<file path="src/rtl/tcam_row_write_decoder.sv">
`default_nettype none
// ============================================================================
// Module      : tcam_row_write_decoder
// Description : Decodes write/invalidate requests into one-hot row selects and
//               sequences a registered key-then-mask write into the TCAM
//               array, keeping the per-row valid map for the match path.
//               Optional macro TCAM_AUTO_ALLOC_EN enables auto-allocation of
//               the lowest free row for writes with req_auto_i set.
// Revision    : 1.0 - initial release
// ============================================================================
module tcam_row_write_decoder #(
    parameter int ADDR_W = 4,
    parameter int ROWS   = 16,
    parameter int KEY_W  = 8
) (
    input  logic              clk,
    input  logic              rst_n,
    input  logic              req_valid_i,
    output logic              req_ready_o,
    input  logic              req_op_i,
    input  logic [ADDR_W-1:0] req_addr_i,
    input  logic              req_auto_i,
    input  logic [KEY_W-1:0]  req_key_i,
    input  logic [KEY_W-1:0]  req_mask_i,
    output logic [ROWS-1:0]   row_sel_o,
    output logic              row_we_key_o,
    output logic              row_we_mask_o,
    output logic [KEY_W-1:0]  wr_data_o,
    output logic [ROWS-1:0]   valid_map_o,
    output logic              full_o,
    output logic              done_o,
    output logic [ADDR_W-1:0] resp_addr_o,
    output logic              resp_err_o
);

    localparam logic [2:0] ST_IDLE = 3'd0;
    localparam logic [2:0] ST_KEY  = 3'd1;
    localparam logic [2:0] ST_MASK = 3'd2;
    localparam logic [2:0] ST_INV  = 3'd3;
    localparam logic [2:0] ST_DONE = 3'd4;

    logic [2:0]        state_q, state_d;
    logic [ADDR_W-1:0] addr_q, addr_d;
    logic [KEY_W-1:0]  mask_q, mask_d;
    logic              err_q, err_d;
    logic              req_ready_q, req_ready_d;
    logic [ROWS-1:0]   row_sel_q, row_sel_d;
    logic              we_key_q, we_key_d;
    logic              we_mask_q, we_mask_d;
    logic [KEY_W-1:0]  wr_data_q, wr_data_d;
    logic [ROWS-1:0]   valid_map_q, valid_map_d;
    logic              done_q, done_d;
    logic [ADDR_W-1:0] resp_addr_q, resp_addr_d;
    logic              resp_err_q, resp_err_d;

    logic              w_accept;
    logic              w_alloc_fail;
    logic [ADDR_W-1:0] w_tgt_addr;
    logic [ROWS-1:0]   w_dec;

    assign w_accept = req_valid_i && req_ready_q;

`ifdef TCAM_AUTO_ALLOC_EN
    logic              w_free_found;
    logic [ADDR_W-1:0] w_free_addr;

    // Scanning downwards leaves the lowest-index free row as the final winner.
    always_comb begin
        w_free_found = 1'b0;
        w_free_addr  = '0;
        for (int i = ROWS - 1; i >= 0; i--) begin
            if (!valid_map_q[i]) begin
                w_free_found = 1'b1;
                w_free_addr  = ADDR_W'(i);
            end
        end
    end

    assign w_alloc_fail = req_auto_i && !req_op_i && !w_free_found;
    assign w_tgt_addr   = (req_auto_i && !req_op_i) ? w_free_addr : req_addr_i;
`else
    logic w_unused_auto;
    assign w_unused_auto = req_auto_i;
    assign w_alloc_fail  = 1'b0;
    assign w_tgt_addr    = req_addr_i;
`endif

    always_comb begin
        addr_d = addr_q;
        mask_d = mask_q;
        err_d  = err_q;
        if (w_accept) begin
            addr_d = w_tgt_addr;
            mask_d = req_mask_i;
            err_d  = w_alloc_fail;
        end
    end

    // Row decode works on the next address so the select can be registered
    // alongside the state that uses it.
    for (genvar r = 0; r < ROWS; r++) begin : g_row_dec
        assign w_dec[r] = (addr_d == ADDR_W'(r));
    end

    always_ff @(posedge clk or negedge rst_n) begin
        if (!rst_n) begin
            state_q <= ST_IDLE;
        end else begin
            state_q <= state_d;
        end
    end

    always_comb begin
        state_d = state_q;
        case (state_q)
            ST_IDLE: begin
                if (w_accept) begin
                    if (req_op_i) begin
                        state_d = ST_INV;
                    end else if (w_alloc_fail) begin
                        state_d = ST_DONE;
                    end else begin
                        state_d = ST_KEY;
                    end
                end
            end
            ST_KEY:  state_d = ST_MASK;
            ST_MASK: state_d = ST_DONE;
            ST_INV:  state_d = ST_DONE;
            ST_DONE: state_d = ST_IDLE;
            default: state_d = ST_IDLE;
        endcase
    end

    always_comb begin
        row_sel_d   = '0;
        we_key_d    = 1'b0;
        we_mask_d   = 1'b0;
        wr_data_d   = '0;
        req_ready_d = (state_d == ST_IDLE);
        done_d      = (state_d == ST_DONE);
        resp_addr_d = resp_addr_q;
        resp_err_d  = 1'b0;
        valid_map_d = valid_map_q;

        case (state_d)
            ST_KEY: begin
                row_sel_d = w_dec;
                we_key_d  = 1'b1;
                wr_data_d = req_key_i;
            end
            ST_MASK: begin
                row_sel_d = w_dec;
                we_mask_d = 1'b1;
                wr_data_d = mask_q;
            end
            ST_INV: begin
                row_sel_d = w_dec;
            end
            ST_DONE: begin
                resp_addr_d = addr_d;
                resp_err_d  = err_d;
            end
            default: begin
                row_sel_d = '0;
            end
        endcase

        // A row only becomes valid once its mask phase has completed.
        if (state_q == ST_MASK) begin
            valid_map_d[addr_q] = 1'b1;
        end else if (state_q == ST_INV) begin
            valid_map_d[addr_q] = 1'b0;
        end
    end

    always_ff @(posedge clk or negedge rst_n) begin
        if (!rst_n) begin
            addr_q      <= '0;
            mask_q      <= '0;
            err_q       <= 1'b0;
            req_ready_q <= 1'b1;
            row_sel_q   <= '0;
            we_key_q    <= 1'b0;
            we_mask_q   <= 1'b0;
            wr_data_q   <= '0;
            valid_map_q <= '0;
            done_q      <= 1'b0;
            resp_addr_q <= '0;
            resp_err_q  <= 1'b0;
        end else begin
            addr_q      <= addr_d;
            mask_q      <= mask_d;
            err_q       <= err_d;
            req_ready_q <= req_ready_d;
            row_sel_q   <= row_sel_d;
            we_key_q    <= we_key_d;
            we_mask_q   <= we_mask_d;
            wr_data_q   <= wr_data_d;
            valid_map_q <= valid_map_d;
            done_q      <= done_d;
            resp_addr_q <= resp_addr_d;
            resp_err_q  <= resp_err_d;
        end
    end

    assign req_ready_o   = req_ready_q;
    assign row_sel_o     = row_sel_q;
    assign row_we_key_o  = we_key_q;
    assign row_we_mask_o = we_mask_q;
    assign wr_data_o     = wr_data_q;
    assign valid_map_o   = valid_map_q;
    assign full_o        = &valid_map_q;
    assign done_o        = done_q;
    assign resp_addr_o   = resp_addr_q;
    assign resp_err_o    = resp_err_q;

endmodule
`default_nettype wire

</file>
<file path="config.mk">
export PLATFORM = sky130hd
export DESIGN_NAME = tcam_row_write_decoder
export DESIGN_NICKNAME = d
export VERILOG_FILES = /design/src/rtl/tcam_row_write_decoder.sv
export SDC_FILE = /design/constraint.sdc
export NUM_CORES = 1
export LEC_CHECK = 0
export ABC_AREA = 1
export CAP_MARGIN = 20
export CORE_MARGIN = 2
export CORE_UTILIZATION = 50
export CTS_CLUSTER_SIZE = 20
export DETAILED_ROUTE_END_ITERATION = 7
export PLACE_DENSITY = 0.84
export SLEW_MARGIN = 25
export SYNTH_ARGS = -nofsm -noshare
export SYNTH_HDL_FRONTEND = slang
export SYNTH_SLANG_ARGS = --single-unit
</file>
<file path="constraint.sdc">
create_clock -name clk -period 1.9 [get_ports clk]
set_input_delay 0.57 -clock clk [delete_from_list [all_inputs] [get_ports clk]]
set_output_delay 0.57 -clock clk [all_outputs]
set_load 0.01 [all_outputs]
</file>
After elaboration in Yosys (flattened, before gate mapping)
Index checks and enable logic that the tools add are counted.
Storage, ports and cells
  register bits after elaboration: 65
  input bits: 25
Cells by class
  reductions and logical operators: 9
  muxes and demuxes: 14
  bitwise gates (word level): 3
  $lt $le $gt $ge: 2
  equality and inequality tests: 22
Operators with widths (count)
  $mux W16: 3
  $eq A4 B4 Y1 const B: 8
  $and A16 B16 Y16: 1
  $eq A4 B3 Y1 const B: 4
  $not A16 Y16: 1
  $or A16 B16 Y16: 1
  $pmux W8 S2: 1
  $reduce_and A16 Y1: 1
  $eq A3 B2 Y1 const B: 4
  $pmux W3 S3: 1
  $eq A4 B2 Y1 const B: 2
  $eq A3 B1 Y1 const B: 2
  $logic_not A3 Y1: 2
  $lt A4 B5 Y1 const B: 1
  $mux W1: 5
  $demux W1 S4: 1
  $eq A4 B1 Y1 const B: 1
  $ge A4 B1 Y1 const B: 1
  $logic_not A4 Y1: 1
  $mux W4: 1
  $eq A3 B3 Y1 const B: 1
  $mux W3: 1
  $reduce_or A3 Y1: 1
  $logic_and A1 B1 Y1: 2
  other kinds (3): 3

Depth between registers and ports, before layout
  depth in word-level cells: 8
  depth in mapped cells: 7
  gate-level depth less buffers: 6

Least setup slack after synthesis
OpenSTA, ideal clock, no wires.
  kind: register -> output
  start point: register (tool-made name)
  end point: output port full_o
  slack: 0.590 ns
  required time: 1.330 ns
  buffers on the path: 0
  arrival: 0.740 ns
  stages on the path, launching flop included: 4
  path through: dfrtp_1 -> nand4_1 -> nor2_1 -> and2_1
RTL lines
  end, declared: line 30  | output logic full_o,

==> flow_summary.yaml <==
sta:
  skew_ns: 0.00465
  min_period_ns: 1.84
  hold_viol_final: 0
  fmaxAchievable_mhz: 543
  final_max_slew_viol_count: 0
  worst_pin_slew_ns: 0.576
  finalCritPeriodShare_pct: 97.0
  finalSetupViolations: 0
  max_slew_margin_pct: 61.4
  hold_ws_ns: 0.228
clock_tree:
  clock_tree.buffer_depth: 2
  cts_tree: "built"
  cts.clk_slew.worst_paths_ns: 0.07
  clock_latency_ns: 0.33
  clock-root-buffer: "clkbuf_8"
  numClockSinks: 65
  numCtsBuffers: 9
  cts-htree-levels: 3
floorplanning:
  core_um2: 4820
  dieWidth_um: 75.2
  die_y_um: 75.2
  start_util_pct: 52.6
  die-area_um2: 5660
  io-pin-count: 75
  rows: 25
yosys:
  synth.top_cells.by_area: "dfrtp_1 (63%), nand2_1 (15%), nor2_1 (4.3%)"
  synth-seq-cells: 65
  synth_fp_nets: 292
  synth_common_cells: "nand2_1 (103), dfrtp_1 (64), nor2_1 (29)"
  synth_top_area_share_pct: 63.1
  avgSynthCellArea_um2: 9.50
  synth_area_leader_cell: "dfrtp_1"
  synthCells: 267
  synth_flop_cell: "dfrtp_1"
  yosysWarnings: 0
  syn_area_um2: 2540
  yosysMostFrequentCell: "nand2_1"
  async_flop_share_pct: 100
  synth-seq-area-share_pct: 64.2
  synth_edf_count: 0
  yosys.cell_types.count: 21
drt:
  post_drt_wl_per_cell_um: 13.2
  drc: 0
  first_iter_violations: 125
  drtAntennaViolNets: 0
  via_per_inst: 4.88
  routed_wl_um: 5670
  drtPass1Iterations: 4
  vias: 2102
global_route:
  grt_max_degree: 66
  grt_pass1_wl_um: 9240
  grt_pass1_vias: 2015
  antenna_found_initial: 0
  track_usage_pct: 22.3
  gr-total-overflow: 0
critical_path:
  critPathTopFamily: "buffers and inverters"
  regToRegStartpoint: "req_ready_o"
  worst_r2r_path_depth: 6
  path_cells: "clkdlybuf4s50_1"
  crit_buf_inv: 1
  slowest_delay_ns: 0.55
  r2r_slack_ns: 0.41
  rr_endpoint: "row_sel_o[12]"
  cp_max_fo: 3
  crit_path_end_kind: "output port"
  cp_data_required_time_ns: 1.33
  slowest_stage: "clkdlybuf4s50_1"
  start_kind: "flop"
  critPathArrivalTime_ns: 1.27
  critPathKind: "reg -> out"
finish:
  num-nets-final: 384
  area_growth_pct: 44.2
  diodes: 0
  finalNonFillerCells: 431
  drive_gt1_share_pct: 13.5
place:
  dp_cells: 410
  io_buffers: 73
  place_hpwl_um: 3870
  finalWeightedCongestion: 0.751
outcome:
  outcome: "finished clean"
run:
  drv_cap: 0
power:
  max-vdd-ir-drop_mv: 0.988
  power_per_cell_area_nw_per_um2: 1500
  p_leak_nw: 1.77
hold_path:
  hold_class: "in -> async"
-- worst max path at each step --
stage                     start               to  slack [ns]  cells past startpoint
floorplan                  flop           full_o        0.59                      3
global placement    req_valid_i    row_sel_o[12]      -0.006                      6
detailed placement  req_valid_i    row_sel_o[12]        -0.1                      6
CTS                        flop           full_o        0.01                      4
global route               flop   valid_map_o[0]      -0.004                      1
finish                     flop  valid_map_o[15]        0.06                      1
-- metal layers --
layer	GRT usage, %	vias up	wire [um]
met5	0	-	0
met3	7.90	14	426
met2	36.2	68	2780
met4	9.55	0	127
li1	-	1020	-
met1	27.2	1000	2340
-- cell usage in the layout (no fill, tap or decap), drive strengths merged --
| cell | instances |
|---|---|
| clkinvlp | 1 |
| inv | 17 |
| nor3 | 2 |
| nand4 | 4 |
| dfrtp | 64 |
| buf | 13 |
| dlygate4sd2 | 3 |
| dfstp | 1 |
| nand3 | 7 |
| clkdlybuf4s50 | 68 |
| nor2 | 33 |
| o21ai | 22 |
| and2 | 1 |
| clkbuf | 12 |
| clkinv | 2 |
| nand2 | 112 |
| bufinv | 2 |
-- stage by stage --
step | total power [mW] | setup TNS [ns] | instance area (um^2) | utilization [%] | setup WS, ns
finish | 5.49 | 0 | 3660 | 75.9 | 0.0573
global route | 5.85 | -0.00383 | 3660 | 75.9 | -0.00383
CTS | 5.50 | 0 | 3640 | 75.6 | 0.0108
detailed placement | 4.16 | -1.29 | 3400 | 70.6 | -0.0992
global placement | 4.09 | -0.0359 | 3400 | 70.6 | -0.00644
floorplan | 3.16 | 0 | 2540 | - | 0.590
-- what timing repair did --
item                       CTS  global route
pin swaps                    0             0
hold buffers                 0             0
setup buffers                2             3
setup endpoints to repair    2             1
gates resized for setup      5             1
-- power breakdown --
group | total, mW | switching [mW] | internal [mW]
Sequential | 2.12 | 0.283 | 1.84
Combinational | 2.05 | 1.11 | 0.939
Clock | 1.32 | 0.517 | 0.806
-- final cells by class --
type | instances | area [um^2]
well taps | 67 | 83.8
clock inverters | 5 | 77.6
inverters | 17 | 63.8
repair buffers | 85 | 832
clock buffers | 11 | 151
multi-input cells | 181 | 821
fillers | 346 | 1160
flip-flops and latches | 65 | 1630
-- logic make-up after synthesis --
kind of cell / synth area share [%]
AND/OR/NAND/NOR: 27.7
flip-flops: 64.2
AO/OA/AOI/OAI: 4.64
buffers and inverters: 3.45
Power figures use the tool's default switching activity.
